**config.mk**
```make
export PLATFORM = sky130hd
export DESIGN_NAME = load_store_unit
export DESIGN_NICKNAME = d
export VERILOG_FILES = /design/src/rtl/load_store_unit.sv
export SDC_FILE = /design/constraint.sdc
export NUM_CORES = 1
export LEC_CHECK = 0
export CAP_MARGIN = 0
export CORE_AREA = 3 3 100 197
export CTS_CLUSTER_DIAMETER = 40
export CTS_CLUSTER_SIZE = 24
export DETAILED_ROUTE_END_ITERATION = 8
export DIE_AREA = 0 0 103 200
export GPL_ROUTABILITY_DRIVEN = 0
export GPL_TIMING_DRIVEN = 0
export PLACE_DENSITY_LB_ADDON = 0.15
export SETUP_SLACK_MARGIN = 0.02
export SKIP_CTS_REPAIR_TIMING = 1
export SLEW_MARGIN = 30
export SYNTH_ARGS = -nofsm -noshare
export SYNTH_HDL_FRONTEND = slang
export SYNTH_SLANG_ARGS = --single-unit
```
**constraint.sdc**
```tcl
create_clock -name clock -period 1.8 [get_ports clock]
set_input_delay 0.36 -clock clock [delete_from_list [all_inputs] [get_ports clock]]
set_output_delay 0.36 -clock clock [all_outputs]
set_load 0.03 [all_outputs]
```
**src/rtl/load_store_unit.sv**
```systemverilog
// ---------------------------------------------------------------------------
// load_store_unit
//   Executes LOAD/STORE operations from Decode on a single-outstanding
//   req/gnt/rvalid data-memory port. The ALU result is the byte address.
//   Store data is replicated across byte lanes. Load data is extracted from
//   the addressed lane and sign/zero-extended for the writeback mux.
//
// Parameters
//   TIMEOUT_CYCLES : max WAIT_RVALID cycles before abort (0 disables)
//
// Optional feature
//   LSU_MISALIGN_TRAP_EN : when defined, misaligned LH/LHU/SH/LW/SW are not
//                          issued and raise lsu_err_op instead.
//
// Ports
//   clock, reset (async, active-low)
//   en_lsu_ip, lsu_operator_ip, addr_ip, addr_valid_ip, wdata_ip : request
//   mem_data_op, mem_data_valid_op, store_done_op                : results
//   lsu_busy_op, lsu_err_op                                      : status
//   data_req_op, data_addr_op, data_we_op, data_be_op,
//   data_wdata_op, data_gnt_ip, data_rvalid_ip, data_rdata_ip    : memory
//
// Operator encoding (lsu_operator_ip): bit3 = store, bit2 = unsigned,
// bits[1:0] = size (0 byte, 1 half, 2 word).
//   LB=0 LH=1 LW=2 LBU=4 LHU=5 SB=8 SH=9 SW=10; anything else is a no-op.
//
// state       | meaning
// S_IDLE      | waiting for a request from Decode
// S_REQ       | data_req_op asserted, waiting for data_gnt_ip
// S_WAIT      | request granted, waiting for data_rvalid_ip or timeout
// ---------------------------------------------------------------------------
module load_store_unit #(
  parameter int TIMEOUT_CYCLES = 255
) (
  input  logic        clock,
  input  logic        reset,
  input  logic        en_lsu_ip,
  input  logic [3:0]  lsu_operator_ip,
  input  logic [31:0] addr_ip,
  input  logic        addr_valid_ip,
  input  logic [31:0] wdata_ip,
  output logic [31:0] mem_data_op,
  output logic        mem_data_valid_op,
  output logic        store_done_op,
  output logic        lsu_busy_op,
  output logic        lsu_err_op,
  output logic        data_req_op,
  output logic [31:0] data_addr_op,
  output logic        data_we_op,
  output logic [3:0]  data_be_op,
  output logic [31:0] data_wdata_op,
  input  logic        data_gnt_ip,
  input  logic        data_rvalid_ip,
  input  logic [31:0] data_rdata_ip
);

  localparam int CW = (TIMEOUT_CYCLES > 1) ? $clog2(TIMEOUT_CYCLES + 1) : 1;
  localparam int TLAST = (TIMEOUT_CYCLES > 0) ? TIMEOUT_CYCLES - 1 : 0;

  typedef enum logic [1:0] {S_IDLE, S_REQ, S_WAIT} state_t;

  state_t      r_state, w_state_nxt;
  logic [CW-1:0] r_tcnt;
  logic [1:0]  r_size;
  logic        r_unsigned;
  logic [1:0]  r_lane;

  logic        w_known, w_trap, w_accept, w_trap_err, w_timeout;
  logic [1:0]  w_lane;
  logic [3:0]  w_be;
  logic [31:0] w_wdata, w_shifted, w_ext;
  logic        w_valid_nxt, w_done_nxt, w_err_nxt;

  // Request decode: lane-adjusted offset, byte enables and replicated data.
  always_comb begin
    w_known = 1'b0;
    case (lsu_operator_ip)
      4'd0, 4'd1, 4'd2, 4'd4, 4'd5, 4'd8, 4'd9, 4'd10: w_known = 1'b1;
      default: w_known = 1'b0;
    endcase
    w_lane  = 2'b00;
    w_be    = 4'b1111;
    w_wdata = wdata_ip;
    case (lsu_operator_ip[1:0])
      2'd0: begin
        w_lane  = addr_ip[1:0];
        w_be    = 4'b0001 << addr_ip[1:0];
        w_wdata = {4{wdata_ip[7:0]}};
      end
      2'd1: begin
        w_lane  = {addr_ip[1], 1'b0};
        w_be    = 4'b0011 << {addr_ip[1], 1'b0};
        w_wdata = {2{wdata_ip[15:0]}};
      end
      default: begin
        w_lane  = 2'b00;
        w_be    = 4'b1111;
        w_wdata = wdata_ip;
      end
    endcase
`ifdef LSU_MISALIGN_TRAP_EN
    w_trap = ((lsu_operator_ip[1:0] == 2'd1) && addr_ip[0]) ||
             ((lsu_operator_ip[1:0] == 2'd2) && (addr_ip[1:0] != 2'b00));
`else
    w_trap = 1'b0;
`endif
    w_accept   = en_lsu_ip && addr_valid_ip && w_known && !w_trap;
    w_trap_err = en_lsu_ip && addr_valid_ip && w_known && w_trap;
  end

  // Load extract from the lane captured at accept time.
  always_comb begin
    w_shifted = data_rdata_ip >> {r_lane, 3'b000};
    case (r_size)
      2'd0:    w_ext = r_unsigned ? {24'd0, w_shifted[7:0]}
                                  : {{24{w_shifted[7]}}, w_shifted[7:0]};
      2'd1:    w_ext = r_unsigned ? {16'd0, w_shifted[15:0]}
                                  : {{16{w_shifted[15]}}, w_shifted[15:0]};
      default: w_ext = w_shifted;
    endcase
  end

  assign w_timeout = (TIMEOUT_CYCLES != 0) && (r_tcnt == CW'(TLAST));

  // State register
  always_ff @(posedge clock or negedge reset) begin
    if (!reset) r_state <= S_IDLE;
    else        r_state <= w_state_nxt;
  end

  // Next-state logic
  always_comb begin
    w_state_nxt = r_state;
    case (r_state)
      S_IDLE:  if (w_accept) w_state_nxt = S_REQ;
      S_REQ:   if (data_gnt_ip) w_state_nxt = S_WAIT;
      S_WAIT:  if (data_rvalid_ip || w_timeout) w_state_nxt = S_IDLE;
      default: w_state_nxt = S_IDLE;
    endcase
  end

  // Output logic; rvalid wins over a timeout landing in the same cycle.
  always_comb begin
    lsu_busy_op = (r_state != S_IDLE);
    data_req_op = (r_state == S_REQ);
    w_valid_nxt = (r_state == S_WAIT) && data_rvalid_ip && !data_we_op;
    w_done_nxt  = (r_state == S_WAIT) && data_rvalid_ip && data_we_op;
    w_err_nxt   = ((r_state == S_WAIT) && !data_rvalid_ip && w_timeout) ||
                  ((r_state == S_IDLE) && w_trap_err);
  end

  always_ff @(posedge clock or negedge reset) begin
    if (!reset) begin
      mem_data_op       <= 32'd0;
      mem_data_valid_op <= 1'b0;
      store_done_op     <= 1'b0;
      lsu_err_op        <= 1'b0;
      data_addr_op      <= 32'd0;
      data_we_op        <= 1'b0;
      data_be_op        <= 4'd0;
      data_wdata_op     <= 32'd0;
      r_size            <= 2'd0;
      r_unsigned        <= 1'b0;
      r_lane            <= 2'd0;
      r_tcnt            <= '0;
    end else begin
      mem_data_valid_op <= w_valid_nxt;
      store_done_op     <= w_done_nxt;
      lsu_err_op        <= w_err_nxt;
      if (w_valid_nxt) mem_data_op <= w_ext;
      if (r_state == S_IDLE && w_accept) begin
        data_addr_op  <= {addr_ip[31:2], 2'b00};
        data_we_op    <= lsu_operator_ip[3];
        data_be_op    <= w_be;
        data_wdata_op <= w_wdata;
        r_size        <= lsu_operator_ip[1:0];
        r_unsigned    <= lsu_operator_ip[2];
        r_lane        <= w_lane;
      end
      if (r_state == S_WAIT) r_tcnt <= r_tcnt + CW'(1);
      else                   r_tcnt <= '0;
    end
  end

endmodule
```
==> flow_metrics.py <==
metrics = {
    "drt": {
        "dr.pass1.iters": 4,
        "ant_nets": 0,
        "vias": 4655,
        "detail_route.iter0.violations": 125,
        "wirelength_mm": 19.0,
        "drc": 0,
        "wl_per_cell_um": 19.8,
        "viasPerCell": 4.86,
    },
    "timing": {
        "setup_violations": 0,
        "max_freq_mhz": 582,
        "relSlewSlack": 0.574,
        "whs_ns": 0.461,
        "setup_tns_ns": 0,
        "worst_pin_slew_ns": 0.638,
        "period_minus_slack_ns": 1.72,
        "finalHoldViolations": 0,
        "rsz0062_at_grt": "true",
        "finalCritPeriodShare": 0.955,
        "drv_slew": 0,
        "fin_skew_ns": 0.00675,
    },
    "yosys": {
        "yosysUniqueCellTypes": 45,
        "async_reset_ff_frac": 1.00,
        "synth-edff-count": 0,
        "syn_inst": 496,
        "ys_ff_latch": 117,
        "netlist.area_leader.share": 0.538,
        "synth_area_leaders": "dfrtp_1 (54%), mux2_1 (8.5%), mux2i_1 (7.4%)",
        "synth_top_area_cell": "dfrtp_1",
        "synthesis.area_um2": 5440,
        "yosys_warnings": 0,
        "seq_area_frac_synth": 0.538,
        "ys.flop_type": "dfrtp_1",
        "synth_area_per_cell_um2": 11.0,
    },
    "setup_path": {
        "r2r_cells": 6,
        "arrival_ns": 2.01,
        "max_stage_delay_ns": 0.52,
        "reg2reg_to": "mem_data_op[14]",
        "cp_slowest_cell": "clkdlybuf4s50_1",
        "rrSetupSlack_ns": 0.12,
        "cp_max_fo": 10,
        "cp-end-kind": "flop",
        "worstPathRequired_ns": 2.09,
        "path_class": "in2reg",
        "timing.rr.start": "r_lane[0]",
        "crit_chain": "clkdlybuf4s50_1 > a21oi_1 > o2111ai_2 > buf_6 > buf_4 > mux2_1",
        "crit_path_start_kind": "input port",
    },
    "clock_network": {
        "clkTransAtPathRegs_ns": 0.06,
        "cts_tree": "done",
        "cts-root-buf": "clkbuf_16",
        "cts_made_buffers": 17,
        "cts_buffer_depth": 2,
        "cts.sinks": 117,
        "h-tree-depth": 4,
        "insertion_delay_ns": 0.41,
    },
    "floorplan": {
        "start_util": 0.296,
        "io-pin-count": 212,
        "dieHeight_um": 200,
        "chipWidth_um": 103,
        "row_count": 70,
        "dieArea_um2": 20600,
        "core-area_um2": 18400,
    },
    "grt": {
        "met1_usage": 0.184,
        "grt_start_max_net_pins": 66,
        "grt_pass1_vias": 5048,
        "grt_pass1_wl_mm": 28.6,
        "gr-max-usage-layer": "met2",
        "overflow": 0,
        "gr-usage-all-layers": 0.188,
        "gr-usage-met2": 0.352,
        "antenna_found_initial": 0,
        "met3_usage": 0.0428,
    },
    "placed_design": {
        "hpwl_mm": 14.6,
        "portBuffers": 209,
        "placed_cell_area_um2": 7840,
    },
    "power_and_ir_drop": {
        "peakVddDrop_uv": 667,
        "p_total_mw": 13.0,
        "power.density_nw_per_um2": 1480,
        "leakage_nw": 4.78,
    },
    "final_layout": {
        "design_area_um2": 8800,
        "insertedDiodeCount": 0,
        "utilization": 0.478,
        "drive_gt1_frac": 0.123,
        "layout_common_cells": "dfrtp_1 (117), dlymetal6s2s_1 (105), clkdlybuf4s50_1 (103)",
        "nets": 838,
        "syn_to_final_growth_pct": 61.8,
        "layout_commonest_cell": "dfrtp_1",
    },
    "hold_path": {
        "hold_path_class": "in2async",
    },
    "run": {
        "cap_violations": 0,
    },
    "status": {
        "status": "finished clean",
    },
}
[report_power, final]
| group | total (mW) | leakage (nW) | internal, mW | switching (mW) |
|---|---|---|---|---|
| Combinational | 5.50 | 3.05 | 2.24 | 3.26 |
| Clock | 3.49 | 0.298 | 2.30 | 1.19 |
| Sequential | 4.02 | 1.43 | 3.52 | 0.494 |
| Total | 13.0 | 4.78 | 8.06 | 4.94 |
[worst max-delay path by stage]
| stage | depth (start not counted) | endpoint | from | slack (ns) |
|---|---|---|---|---|
| 2_1_floorplan | 5 | mem_data_op[26] | data_we_op | 0.30 |
| 5_1_grt | 3 | data_req_op | r_state[1] | 0.01 |
| 6_report | 6 | data_wdata_op[7] | lsu_operator_ip[2] | 0.08 |
| 4_1_cts | 3 | data_req_op | r_state[1] | -0.31 |
| 3_3_place_gp | 1 | r_tcnt[7] | reset | -4.32 |
| 3_5_place_dp | 6 | data_wdata_op[7] | lsu_operator_ip[1] | -0.59 |
[stage by stage]
stage | instances | setup WS [ns]
6_report | 958 | 0.0806
5_1_grt | 958 | 0.00971
4_1_cts | 954 | -0.312
3_5_place_dp | 923 | -0.593
3_3_place_gp | 922 | -4.32
2_1_floorplan | 497 | 0.302
[registers in the layout (all words and copies together), names as in the netlist, 2 cells and up]
name and flops:
r_tcnt 8, data_be_op 4, r_state 2, mem_data_op 32
r_size 2, r_lane 2, data_wdata_op 32, data_addr_op 30
[synth_stat cells, types with 3 or more instances]
master    number
dfrtp_1      117
nand3_1        3
o21ai_0       36
mux2i_1       40
nand2b_1       4
a21oi_1       52
mux2_2        10
a21oi_2        4
and2_1         7
nor2_1        59
buf_6          7
xor2_1         5
nor3_1         3
buf_4          8
mux2_1        41
buf_2         14
o21ai_1        7
nand2_1       41
nor2b_1        4
clkbuf_1       4
inv_1          3
[cell families after synthesis]
| kind of cell | Yosys count | synth area share |
|---|---|---|
| AOI/OAI and AO/OA | 106 | 0.108 |
| xor gates and xnor gates | 6 | 0.00966 |
| adders and majority gates | 2 | 0.00460 |
| buffers and inverters | 38 | 0.0456 |
| DFF | 117 | 0.538 |
| muxes | 92 | 0.182 |
| other | 1 | 0.000690 |
| and+or+nand+nor | 134 | 0.111 |
[per-layer routing]
metal,vias up,part of all wire
met4,0,0.042
met2,178,0.57
met3,34,0.060
met5,-,0
met1,2264,0.33
li1,2179,-
[area by class of cell]
cell class | count | area, µm²
Fill cell | 1762 | 9600
Sequential cell | 117 | 2930
Timing Repair Buffer | 214 | 2430
Multi-Input combinational cell | 342 | 2280
Clock buffer | 22 | 484
Tap cell | 216 | 270
Buffer | 34 | 256
Clock inverter | 9 | 125
Inverter | 4 | 20.0
[worst max-delay path, delay by kind of cell]
| kind | cells | cell delay (ns) |
|---|---|---|
| buffers and inverters | 3 | 0.90 |
| AOI/OAI and AO/OA | 2 | 0.41 |
| muxes | 1 | 0.34 |
Power figures use the tool's default switching activity.
